===== src/rtl/muxn_pipe.sv =====
// One-cycle registered N:1 data multiplexer with stall/flush control.
// Optional sticky out-of-range select flag: define MUXN_SEL_ERR_EN to enable sel_err.
module muxn_pipe #(
  parameter int WIDTH  = 32,
  parameter int NUM_IN = 3,
  parameter int SEL_W  = 2
) (
  input  logic                    clk,
  input  logic                    rst_n,
  input  logic [SEL_W-1:0]        sel,
  input  logic [NUM_IN*WIDTH-1:0] in_bus,
  input  logic                    in_valid,
  input  logic                    stall,
  input  logic                    flush,
  output logic [WIDTH-1:0]        out,
  output logic                    out_valid
`ifdef MUXN_SEL_ERR_EN
  ,
  output logic                    sel_err
`endif
);

  localparam int NUM_SLOTS = 2 ** SEL_W;
  localparam logic [SEL_W:0] NUM_IN_L = (SEL_W + 1)'(NUM_IN);

  // Every select code maps to a slot; unused slots read as zero so no X leaks.
  logic [WIDTH-1:0] lane [NUM_SLOTS];

  generate
    for (genvar gi = 0; gi < NUM_SLOTS; gi++) begin : gen_lane
      if (gi < NUM_IN) begin : g_used
        assign lane[gi] = in_bus[gi*WIDTH +: WIDTH];
      end else begin : g_unused
        assign lane[gi] = '0;
      end
    end
  endgenerate

  logic             sel_ok;
  logic [WIDTH-1:0] out_reg, out_next;
  logic             valid_reg, valid_next;

  assign sel_ok = ({1'b0, sel} < NUM_IN_L);

  // flush beats stall, stall beats capture
  always_comb begin
    out_next   = out_reg;
    valid_next = valid_reg;
    if (flush) begin
      valid_next = 1'b0;
    end else if (!stall) begin
      if (in_valid && sel_ok) begin
        out_next   = lane[sel];
        valid_next = 1'b1;
      end else begin
        valid_next = 1'b0;
      end
    end
  end

  always_ff @(posedge clk or negedge rst_n) begin
    if (!rst_n) begin
      out_reg   <= '0;
      valid_reg <= 1'b0;
    end else begin
      out_reg   <= out_next;
      valid_reg <= valid_next;
    end
  end

  assign out       = out_reg;
  assign out_valid = valid_reg;

`ifdef MUXN_SEL_ERR_EN
  logic err_reg, err_next;

  // Only an out-of-range select that would otherwise have been captured counts.
  always_comb begin
    err_next = err_reg;
    if (!flush && !stall && in_valid && !sel_ok) begin
      err_next = 1'b1;
    end
  end

  always_ff @(posedge clk or negedge rst_n) begin
    if (!rst_n) begin
      err_reg <= 1'b0;
    end else begin
      err_reg <= err_next;
    end
  end

  assign sel_err = err_reg;
`endif

endmodule


===== config.mk =====
export PLATFORM = sky130hd
export DESIGN_NAME = muxn_pipe
export DESIGN_NICKNAME = d
export VERILOG_FILES = /design/src/rtl/muxn_pipe.sv
export SDC_FILE = /design/constraint.sdc
export NUM_CORES = 1
export LEC_CHECK = 0
export ABC_AREA = 1
export BUFFER_PORTS_ARGS = -buffer_cell sky130_fd_sc_hd__buf_4
export CORE_MARGIN = 10
export CORE_UTILIZATION = 44
export DETAILED_ROUTE_END_ITERATION = 6
export GPL_TIMING_DRIVEN = 0
export HOLD_SLACK_MARGIN = 0.03
export PLACE_DENSITY = 0.81
export SYNTH_ARGS = -nofsm -noshare
export SYNTH_HDL_FRONTEND = slang
export SYNTH_SLANG_ARGS = --single-unit

===== constraint.sdc =====
create_clock -name clk -period 0.8 [get_ports clk]
set_input_delay 0.08 -clock clk [delete_from_list [all_inputs] [get_ports clk]]
set_output_delay 0.08 -clock clk [all_outputs]
set_load 0.01 [all_outputs]

* Word-level counts from Yosys, hierarchy flattened
Index checks and enable logic that the tools add are counted.
Cells by class: magnitude comparators 2, equal/unequal tests 1, multiplexer cells 6, bitwise operators 3, reduce and logical (&&, ||, !) cells 2
Operators with widths (count):
- binary-select mux 32 bit (select 2 bit) | 1
- 2-to-1 mux 32 bit | 2
- >= comparator 3 bit (second input constant) | 1
- 2-to-1 mux 1 bit | 3
- inverter 2 -> 3 bit | 1
- AND reduction 3 bit | 1
- less-than comparator 2 bit (second input constant) | 1
- inequality test 2 x 1 -> 1 bit (second input constant) | 1
- inverter 1 bit | 2
- logical AND 1 bit | 1
Storage, ports and cells: bits in registers 33, word-level logic and storage cells 16

* Logic depth before layout (Yosys ltp)
Gate-level depths: netlist of run 1.
word-level depth 5, mapped depth 8, gate-level depth less buffers 6

* Worst setup path before layout of run 1
No wires, ideal clock.
path type input to register, start input port sel[0], end register out_reg[0], in the netlist out[0], arrival time 0.666 ns, path slack 0.018 ns, stages on the path 8, cell sequence buf_6 -> inv_2 -> buf_2 -> nand2_1 -> nand3_1 -> nand2_1 -> nand2_1 -> nand2_1
On the way: cells in the longest elaborated chain, start to end 4, elaborated cells between the ends (all ways) 7
RTL lines:
- from (decl) | line 10 | input logic [SEL_W-1:0] sel,
- inverter 2 -> 3 bit (implied by the code) | line 53 | out_next = lane[sel];
- binary-select mux 32 bit (select 2 bit) | line 53
- 2-to-1 mux 32 bit (implied by the code) (2 in a row) | line 53
- to (signal assigned) | line 66 | out_reg <= out_next;
- to (decl) | line 40 | logic [WIDTH-1:0] out_reg, out_next;
Several ways; a longest one is shown, not always the timed one. The select of a mux whose other input is x is not followed. A chain may end at the register's enable or synchronous reset.

* Worst setup path in the final report of run 1
start register out_reg[9], in the netlist out[9], end output port out[9]
RTL lines:
- to (decl) | line 15 | output logic [WIDTH-1:0] out,
No word-level cell between the ends.

==> results by group, run 1 <==
CTS
  • Root buffer cell: clkbuf_8
  • CTS tree: yes
  • Clock Pin Slew Worst Setup and Hold Paths: 0.06 ns
  • Maximum root-to-sink buffer count: 2
  • Clock sink count: 33
  • Number of buffers created by CTS: 5
  • Worst-Skew Late Latency: 0.28 ns
  • H-tree levels: 2

Timing
  • FMAX: 1120 MHz
  • Fin. max-slew vios: 0
  • Final hold slack: 0.0591 ns
  • Worst Tran Pin Value: 0.434 ns
  • Part of the cycle the worst path needs: 1.11
  • Final setup viols: 34
  • Max_slew headroom: 0.711
  • Final Skew: 0 ns
  • RSZ-0062 raised after global routing: true
  • Slack of the critical path: -0.0901 ns
  • Hold Vio Cnt, Final: 0
  • Minimum clock period after layout: 0.890 ns

Floorplan
  • Row Count: 26
  • Core area: 5040 sq um
  • DIE AREA: 8410 sq um
  • I/O pin total: 136
  • Die span in y: 91.7 um
  • Chip width: 91.7 um
  • Initial Util: 0.448

Layout
  • Diode count: 0
  • Layout Utilization: 0.734
  • Syn-to-layout area delta: 63.6%
  • Most frequent cells in the layout: 222 x nand2_1, 119 x buf_4, 66 x inv_1, 38 x buf_6
  • Max reg flops: 32
  • Reg area: 826 sq um
  • Fillers: 423
  • Post-route insts no fill: 611
  • Nets@finish: 643
  • Total area of multi-input combinational cells: 1060 sq um
  • Commonest non-fill, non-tap cell in the layout: nand2_1
  • Share of cells above drive strength 1: 0.338

Critical path
  • FF-to-FF path depth: 4
  • CP Class: flip-flop to output pin
  • Crit path max-delay family: flip-flops
  • Critical Path RT: 0.72 ns
  • Crit-path max FO: 2
  • Critical-path cell list: buf_6
  • WP data arrival: 0.81 ns
  • CP Depth: 1
  • Startpoint Class: flip-flop
  • Slowest library cell on the worst path: dfrtp_1
  • WP buf/inv: 1
  • Slowest cell delay on critical path: 0.40 ns
  • Critical Path Sink Type: output pin

Routing
  • Via/cell ratio: 4.44
  • Vias: 2,711
  • DR WL/cell: 13.1 um
  • Routed WL: 8020 um
  • Antenna Violating Nets Remaining: 0
  • Residual DRC: 0
  • Drt pass-1 iters: 4
  • Initial DRC count: 110

Synth
  • Mean Syn Cell Area: 5.92 sq um
  • Syn Nets: 485
  • YS warnings: 0
  • Gate Count Post-Synth: 382
  • Post-synthesis instance area: 2260 sq um
  • Synth unique cells: 11
  • Synthesized flop and latch total: 33
  • Register area share after synthesis: 0.365

Placement
  • Post-DP HPWL: 6060 um
  • Routability congestion estimate: 0.839
  • Placed insts: 586
  • I/O Buffers: 134

Pwr
  • Int Power: 3.94 mW
  • Share of total power in combinational logic: 0.402
  • LEAKAGE: 2.37 nW
  • Maximum VDD drop: 0.870 mV
  • Reg power frac: 0.388
  • Sw frac: 0.306
  • Total power: 5.67 mW
  • Clock network power share: 0.210
  • Switch Pwr: 1.73 mW
  • PwrDens: 1530 nW/um^2

Global routing
  • Global-route wire length before repair: 12,900 um
  • Global route hottest layer: met2
  • Global route overflow: 0
  • Vias in the first global route: 2,727
  • GR Util met2: 0.321
  • GR Layer Usage met1: 0.214
  • Pin count of the biggest net entering global routing: 34
  • Initial antenna violation count: 0
  • Global routing met3 resource utilization: 0.0595
  • All-Layer GR Usage: 0.186

Outcome
  • Violated checks: setup timing
  • Status: finished, violations left

Run
  • Max Cap Viol: 0

Hold path
  • Hold path depth: 3
  • HP Class: primary input to flip-flop
-- per-stage QoR --
step / setup WS, ns / instance area (sq um) / TNS (ns)
2_1_floorplan: 0.0179 / 2260 / 0
3_3_place_gp: -0.148 / 3350 / -3.95
3_5_place_dp: -0.164 / 3350 / -4.30
4_1_cts: -0.0924 / 3640 / -2.70
5_1_grt: -0.121 / 3700 / -3.54
6_report: -0.0901 / 3700 / -2.55
-- final cells by class --
class / count / area share
timing repair buffer: 151 / 0.342
buffer: 19 / 0.0345
sequential: 33 / 0.223
multi-input combinational: 261 / 0.285
inverter: 69 / 0.0700
tap: 70 / 0.0237
clock buffer: 8 / 0.0216
-- power groups by stage --
stage | combinational (mW) | clock [mW] | sequential (mW)
2_1_floorplan | 0.649 | 0 | 2.30
3_5_place_dp | 1.88 | 0 | 2.16
4_1_cts | 2.20 | 1.23 | 2.19
6_report | 2.28 | 1.19 | 2.20
5_1_grt | 2.50 | 1.32 | 2.23
3_3_place_gp | 1.85 | 0 | 2.15
-- synthesized netlist by cell type --
cell type / instances / area share
buf_2: 12 / 0.027
buf_4: 3 / 0.010
buf_6: 4 / 0.020
dfrtp_1: 33 / 0.37
inv_1: 66 / 0.11
inv_2: 3 / 0.0050
nand2_1: 225 / 0.37
nand2_2: 1 / 0.0028
nand3_1: 33 / 0.073
nand4_4: 1 / 0.0094
nor2_4: 1 / 0.0050
-- path summary, 6_finish.rpt --
kind / from / end / slack [ns]
max reg2reg: out[30] / out[30] / -0.04
min: stall / out_valid / 0.06
min in group asynchronous: rst_n / out_valid / 0.29
min reg2reg: out[1] / out[1] / 0.50
max in group asynchronous: rst_n / out[23] / 0.21
max: out[9] / out[9] / -0.09
-- cells by family after synthesis --
logic type / Yosys count / share of synthesized area
buffers and inverters: 88 / 0.171
DFF: 33 / 0.365
and+or+nand+nor: 261 / 0.464
-- routing by layer --
metal | part of all wire | wire [um]
met2 | 0.51 | 4090
met5 | 0 | 0
met1 | 0.40 | 3230
met3 | 0.070 | 559
met4 | 0.017 | 135
-- worst min-delay path, cell delays in order --
cell	delay, ns
buf_4	0.09
nand3_1	0.06
nand2_1	0.06
-- timing repair --
action	4_1_cts	5_1_grt
endpoints found under the hold margin	33	0
buffers inserted	10	6
setup endpoints to repair	33	34
resized for setup	33	4
hold buffers	1	0
pin swaps	0	2
Note: power is estimated with default switching activity, not from simulation.
==> inputs of run 2 (changes only) <==
--- a/config.mk
+++ b/config.mk
@@ -7,8 +7,10 @@
 export LEC_CHECK = 0
 export ABC_AREA = 1
 export BUFFER_PORTS_ARGS = -buffer_cell sky130_fd_sc_hd__buf_4
-export CORE_MARGIN = 10
-export CORE_UTILIZATION = 44
+export CELL_PAD_IN_SITES_DETAIL_PLACEMENT = 1
+export CELL_PAD_IN_SITES_GLOBAL_PLACEMENT = 1
+export CORE_MARGIN = 4
+export CORE_UTILIZATION = 28
 export DETAILED_ROUTE_END_ITERATION = 6
 export GPL_TIMING_DRIVEN = 0
 export HOLD_SLACK_MARGIN = 0.03
==> run 2 against run 1 <==
Compared with the run above:
- register-to-register slack worse by 0.03 ns
- utilization fell by 25 points
- largest cell class unchanged
- routed wire length rose by 0.80%
- the flow still finishes with violations (setup timing)
- first-iteration DRC count fell by 61%
==> results by group, run 2 (synthesized netlist as in run 1, its figures left out) <==
CTS
  • Maximum root-to-sink buffer count: 2 (unchanged)
  • Number of buffers created by CTS: 5 (unchanged)
  • H-tree levels: 2 (unchanged)
  • Clock sink count: 33 (unchanged)
  • CTS tree: yes
  • Worst-Skew Late Latency: 0.27 ns (about the same)
  • Root buffer cell: clkbuf_8
  • Clock Pin Slew Worst Setup and Hold Paths: 0.06 ns (about the same)

Layout
  • Most frequent cells in the layout: 223 x nand2_1, 117 x buf_4, 66 x inv_1, 39 x buf_6
  • Fillers: 1,067 (+150%)
  • Layout Utilization: 0.479 (-0.254)
  • Commonest non-fill, non-tap cell in the layout: nand2_1
  • Max reg flops: 32 (unchanged)
  • Reg area: 826 sq um (unchanged)
  • Share of cells above drive strength 1: 0.338 (-0.000600)
  • Syn-to-layout area delta: 65.5%
  • Diode count: 0 (unchanged)
  • Total area of multi-input combinational cells: 1050 sq um (-0.24%)
  • Nets@finish: 642 (-0.16%)

Floorplan
  • DIE AREA: 9580 sq um (+14%)
  • Initial Util: 0.290 (-0.159)
  • I/O pin total: 136 (unchanged)
  • Chip width: 97.9 um (+6.7%)
  • Core area: 7810 sq um (+55%)
  • Die span in y: 97.9 um (+6.7%)
  • Row Count: 32 (+23%)

Routing
  • Initial DRC count: 43 (-61%)
  • Drt pass-1 iters: 4 (unchanged)
  • Antenna Violating Nets Remaining: 0 (unchanged)
  • Routed WL: 8080 um (+0.80%)
  • Residual DRC: 0 (unchanged)
  • Vias: 2,765 (+2.0%)
  • DR WL/cell: 12.6 um (-3.9%)
  • Via/cell ratio: 4.31 (-2.8%)

Timing
  • Slack of the critical path: -0.103 ns (-0.0126 ns)
  • Total Neg Setup Slack: -2.68 ns (-0.134 ns)
  • Final setup viols: 36 (+5.9%)
  • FMAX: 1110 MHz (-1.4%)
  • Hold Vio Cnt, Final: 0 (unchanged)
  • Part of the cycle the worst path needs: 1.13 (+0.0157)
  • Max_slew headroom: 0.715 (+0.00370)
  • Worst Tran Pin Value: 0.428 ns (-0.00555 ns)
  • Fin. max-slew vios: 0 (unchanged)
  • Final Skew: 0 ns (unchanged)
  • Minimum clock period after layout: 0.903 ns (+0.0126 ns)
  • RSZ-0062 raised after global routing: true

Placement
  • Routability congestion estimate: 0.796 (-5.1%)
  • I/O Buffers: 134 (unchanged)
  • Post-DP HPWL: 6410 um (+5.6%)
  • Worst slack, placed: -0.248 ns (-0.0842 ns)

Critical path
  • Startpoint Class: flip-flop
  • Critical Path Sink Type: output pin
  • Crit-path max FO: 2 (unchanged)
  • CP Class: flip-flop to output pin
  • Critical Path RT: 0.72 ns (about the same)
  • WP buf/inv: 1 (unchanged)
  • Critical-path cell list: buf_6
  • Slowest library cell on the worst path: dfrtp_1
  • Crit path max-delay family: flip-flops
  • Slowest cell delay on critical path: 0.42 ns (+0.02 ns)
  • WP data arrival: 0.82 ns (about the same)

Outcome
  • Status: finished, violations left
  • Violated checks: setup timing

Pwr
  • Maximum VDD drop: 0.608 mV (-30%)
  • PwrDens: 1530 nW/um^2 (about the same)
  • LEAKAGE: 2.37 nW (about the same)

Global routing
  • Pin count of the biggest net entering global routing: 34 (unchanged)
  • Global-route wire length before repair: 13,100 um (+1.4%)
  • Initial antenna violation count: 0 (unchanged)
  • Vias in the first global route: 2,782 (+2.0%)
  • All-Layer GR Usage: 0.164 (-0.0216)
  • Global route overflow: 0 (unchanged)

Hold path
  • HP Class: primary input to flip-flop

Run
  • Max Cap Viol: 0 (unchanged)
-- run 2: cell count changes in the layout (fill, tap and decap cells not counted) --
| cell | change |
|---|---|
| buf_2 | -1 |
| clkbuf_8 | +1 |
| nand2_2 | -1 |
| buf_6 | +1 |
| clkbuf_4 | +1 |
| nand2_1 | +1 |
| clkbuf_1 | -2 |
| buf_4 | -2 |
-- run 2: path summary, 6_finish.rpt --
check	start	to	slack (ns)	cells past startpoint
min reg2reg	out[12]	out[12]	0.50	2
min in group asynchronous	rst_n	out[16]	0.29	2
max in group asynchronous	rst_n	out[23]	0.20	2
max	out[21]	out[21]	-0.10	1
min	stall	out_valid	0.06	3
max reg2reg	out[30]	out[30]	-0.07	4
-- run 2: final cells by class --
cell class / instances / area share
Tap cell: 102 / 0.0341
Sequential cell: 33 / 0.221
Timing Repair Buffer: 150 / 0.337
Clock buffer: 7 / 0.0231
Inverter: 69 / 0.0692
Multi-Input combinational cell: 261 / 0.282
Buffer: 19 / 0.0348
-- run 2: power breakdown --
part / leakage [nW] / switching, mW / internal [mW]
Clock: 0.0443 / 0.544 / 0.682
Combinational: 1.91 / 0.948 / 1.34
Sequential: 0.424 / 0.244 / 1.97
-- run 2: repair_timing --
action                     CTS  global route
hold endpoints to repair    33             0
resized for setup           33             5
setup endpoints to repair   33            35
pin swaps                    0             3
hold buffers                 1             0
setup buffers                9             6
-- run 2: metrics by stage --
stage / hold WS (ns) / total power, mW / std cells / instance area [sq um]
after floorplan: -0.216 / 2.95 / 382 / 2260
after global placement: 0.0488 / 4.02 / 618 / 3390
after detailed placement: 0.0513 / 4.09 / 618 / 3390
after CTS: 0.0454 / 5.72 / 635 / 3680
after global routing: 0.0753 / 6.17 / 641 / 3740
final: 0.0554 / 5.73 / 641 / 3740
-- run 2: routing by layer --
layer  GRT usage  up-vias  part of all wire
met2       0.295       87              0.52
met3      0.0407        4             0.066
met5           0        -                 0
li1            -     1408                 -
met1       0.198     1266              0.40
met4      0.0351        0            0.0075
==> inputs of run 3 (changes only) <==
--- a/config.mk
+++ b/config.mk
@@ -15,6 +15,8 @@
 export GPL_TIMING_DRIVEN = 0
 export HOLD_SLACK_MARGIN = 0.03
 export PLACE_DENSITY = 0.81
+export SKIP_CTS_REPAIR_TIMING = 1
+export SLEW_MARGIN = 20
 export SYNTH_ARGS = -nofsm -noshare
 export SYNTH_HDL_FRONTEND = slang
 export SYNTH_SLANG_ARGS = --single-unit
==> run 3 against run 2 <==
Compared with the run above:
- the flow still finishes with violations (setup timing)
- clock-buffer cell count is the same
- setup slack improved by 0.0016 ns
- hold slack lost 0.0031 ns
- combinational power about the same
- utilization barely moved
==> results by group, run 3 (synthesized netlist as in run 1, its figures left out) <==
Floorplan
  • DIE AREA: 9580 sq um (unchanged)
  • Die span in y: 97.9 um (unchanged)
  • Row Count: 32 (unchanged)
  • Initial Util: 0.290 (unchanged)
  • I/O pin total: 136 (unchanged)
  • Core area: 7810 sq um (unchanged)
  • Chip width: 97.9 um (unchanged)

Critical path
  • Slowest cell delay on critical path: 0.42 ns (about the same)
  • WP data arrival: 0.82 ns (about the same)
  • Critical Path RT: 0.72 ns (about the same)
  • Crit path max-delay family: flip-flops
  • Crit-path max FO: 2 (unchanged)
  • Critical Path Sink Type: output pin
  • Startpoint Class: flip-flop
  • CP Class: flip-flop to output pin
  • Slowest library cell on the worst path: dfrtp_1
  • Critical-path cell list: buf_6
  • WP buf/inv: 1 (unchanged)

Routing
  • Initial DRC count: 50 (+16%)
  • Via/cell ratio: 4.30 (-0.30%)
  • Antenna Violating Nets Remaining: 0 (unchanged)
  • Vias: 2,761 (-0.14%)
  • Routed WL: 8060 um (-0.33%)
  • Residual DRC: 0 (unchanged)
  • DR WL/cell: 12.5 um (-0.49%)
  • Drt pass-1 iters: 4 (unchanged)

Placement
  • Routability congestion estimate: 0.796 (unchanged)
  • I/O Buffers: 134 (unchanged)
  • Post-DP HPWL: 6410 um (unchanged)
  • Worst slack, placed: -0.248 ns (unchanged)

Pwr
  • LEAKAGE: 2.38 nW (+0.16%)
  • Maximum VDD drop: 0.636 mV (+4.6%)
  • PwrDens: 1530 nW/um^2 (about the same)
  • Total power: 5.73 mW (-0.12%)

Global routing
  • Initial antenna violation count: 0 (unchanged)
  • Vias in the first global route: 2,716 (-2.4%)
  • Global-route wire length before repair: 12,800 um (-2.7%)
  • Global route overflow: 0 (unchanged)
  • Pin count of the biggest net entering global routing: 34 (unchanged)
  • All-Layer GR Usage: 0.159 (-0.00534)

Layout
  • Most frequent cells in the layout: 225 x nand2_1, 119 x buf_4, 66 x inv_1, 38 x buf_6
  • Max reg flops: 32 (unchanged)
  • Commonest non-fill, non-tap cell in the layout: nand2_1
  • Share of cells above drive strength 1: 0.335 (-0.00248)
  • Diode count: 0 (unchanged)
  • Syn-to-layout area delta: 65.5% (about the same)
  • Nets@finish: 643 (+0.16%)

Outcome
  • Violated checks: setup timing
  • Status: finished, violations left

Timing
  • Hold Vio Cnt, Final: 0 (unchanged)
  • Slack of the critical path: -0.101 ns (+0.00156 ns)
  • FMAX: 1110 MHz (+0.17%)
  • Part of the cycle the worst path needs: 1.13 (-0.00195)
  • Fin. max-slew vios: 0 (unchanged)
  • Final hold slack: 0.0523 ns (-0.00311 ns)
  • Minimum clock period after layout: 0.901 ns (-0.00156 ns)
  • Worst Tran Pin Value: 0.434 ns (+0.00615 ns)
  • Final setup viols: 34 (-5.6%)
  • Max_slew headroom: 0.711 (-0.00410)
  • RSZ-0062 raised after global routing: true
  • Final Skew: 0 ns (unchanged)

CTS
  • Worst-Skew Late Latency: 0.27 ns (about the same)
  • Number of buffers created by CTS: 5 (unchanged)
  • CTS tree: yes
  • Clock sink count: 33 (unchanged)
  • H-tree levels: 2 (unchanged)
  • Clock Pin Slew Worst Setup and Hold Paths: 0.06 ns (about the same)
  • Maximum root-to-sink buffer count: 2 (unchanged)
  • Root buffer cell: clkbuf_8

Run
  • Max Cap Viol: 0 (unchanged)

Hold path
  • HP Class: primary input to flip-flop
==> run 3: cell count changes in the layout (fill, tap and decap cells not counted), sizes merged <==
cell and delta:
buf +1
==> run 3: cell type report <==
type                       count  area (sq um)
fill                        1066          4070
timing repair buffer         151          1260
multi-input combinational    261          1050
sequential                    33           826
inverter                      69           259
buffer                        19           130
tap                          102           128
clock buffer                   7          86.3
==> run 3: power by group <==
part / internal, mW / switching [mW]
logic: 1.34 / 0.941
registers: 1.97 / 0.243
clock network: 0.682 / 0.544
==> run 3: final timing paths <==
| path | slack, ns | to | depth (start not counted) | start |
|---|---|---|---|---|
| setup / recovery | -0.10 | out[21] | 1 | out[21] |
| hold / removal | 0.05 | out_valid | 3 | stall |
| setup reg to reg | -0.03 | out[9] | 4 | out[9] |
| hold reg to reg | 0.50 | out[12] | 2 | out[12] |
| max in group asynchronous | 0.19 | out[27] | 2 | rst_n |
| min in group asynchronous | 0.29 | out[16] | 2 | rst_n |
==> run 3: stage by stage <==
stage | instances | instance area (sq um) | TNS [ns] | util
2_1_floorplan | 382 | 2260 | 0 | -
4_1_cts | 625 | 3480 | -3.42 | 0.446
6_report | 642 | 3740 | -2.54 | 0.479
5_1_grt | 642 | 3740 | -3.85 | 0.479
3_3_place_gp | 618 | 3390 | -4.86 | 0.435
3_5_place_dp | 618 | 3390 | -5.75 | 0.435
==> run 3: routing by layer <==
metal | global-route usage | wire length [um]
met5 | 0 | 0
met4 | 0.0362 | 63
met3 | 0.0393 | 504
met2 | 0.278 | 4170
met1 | 0.197 | 3320
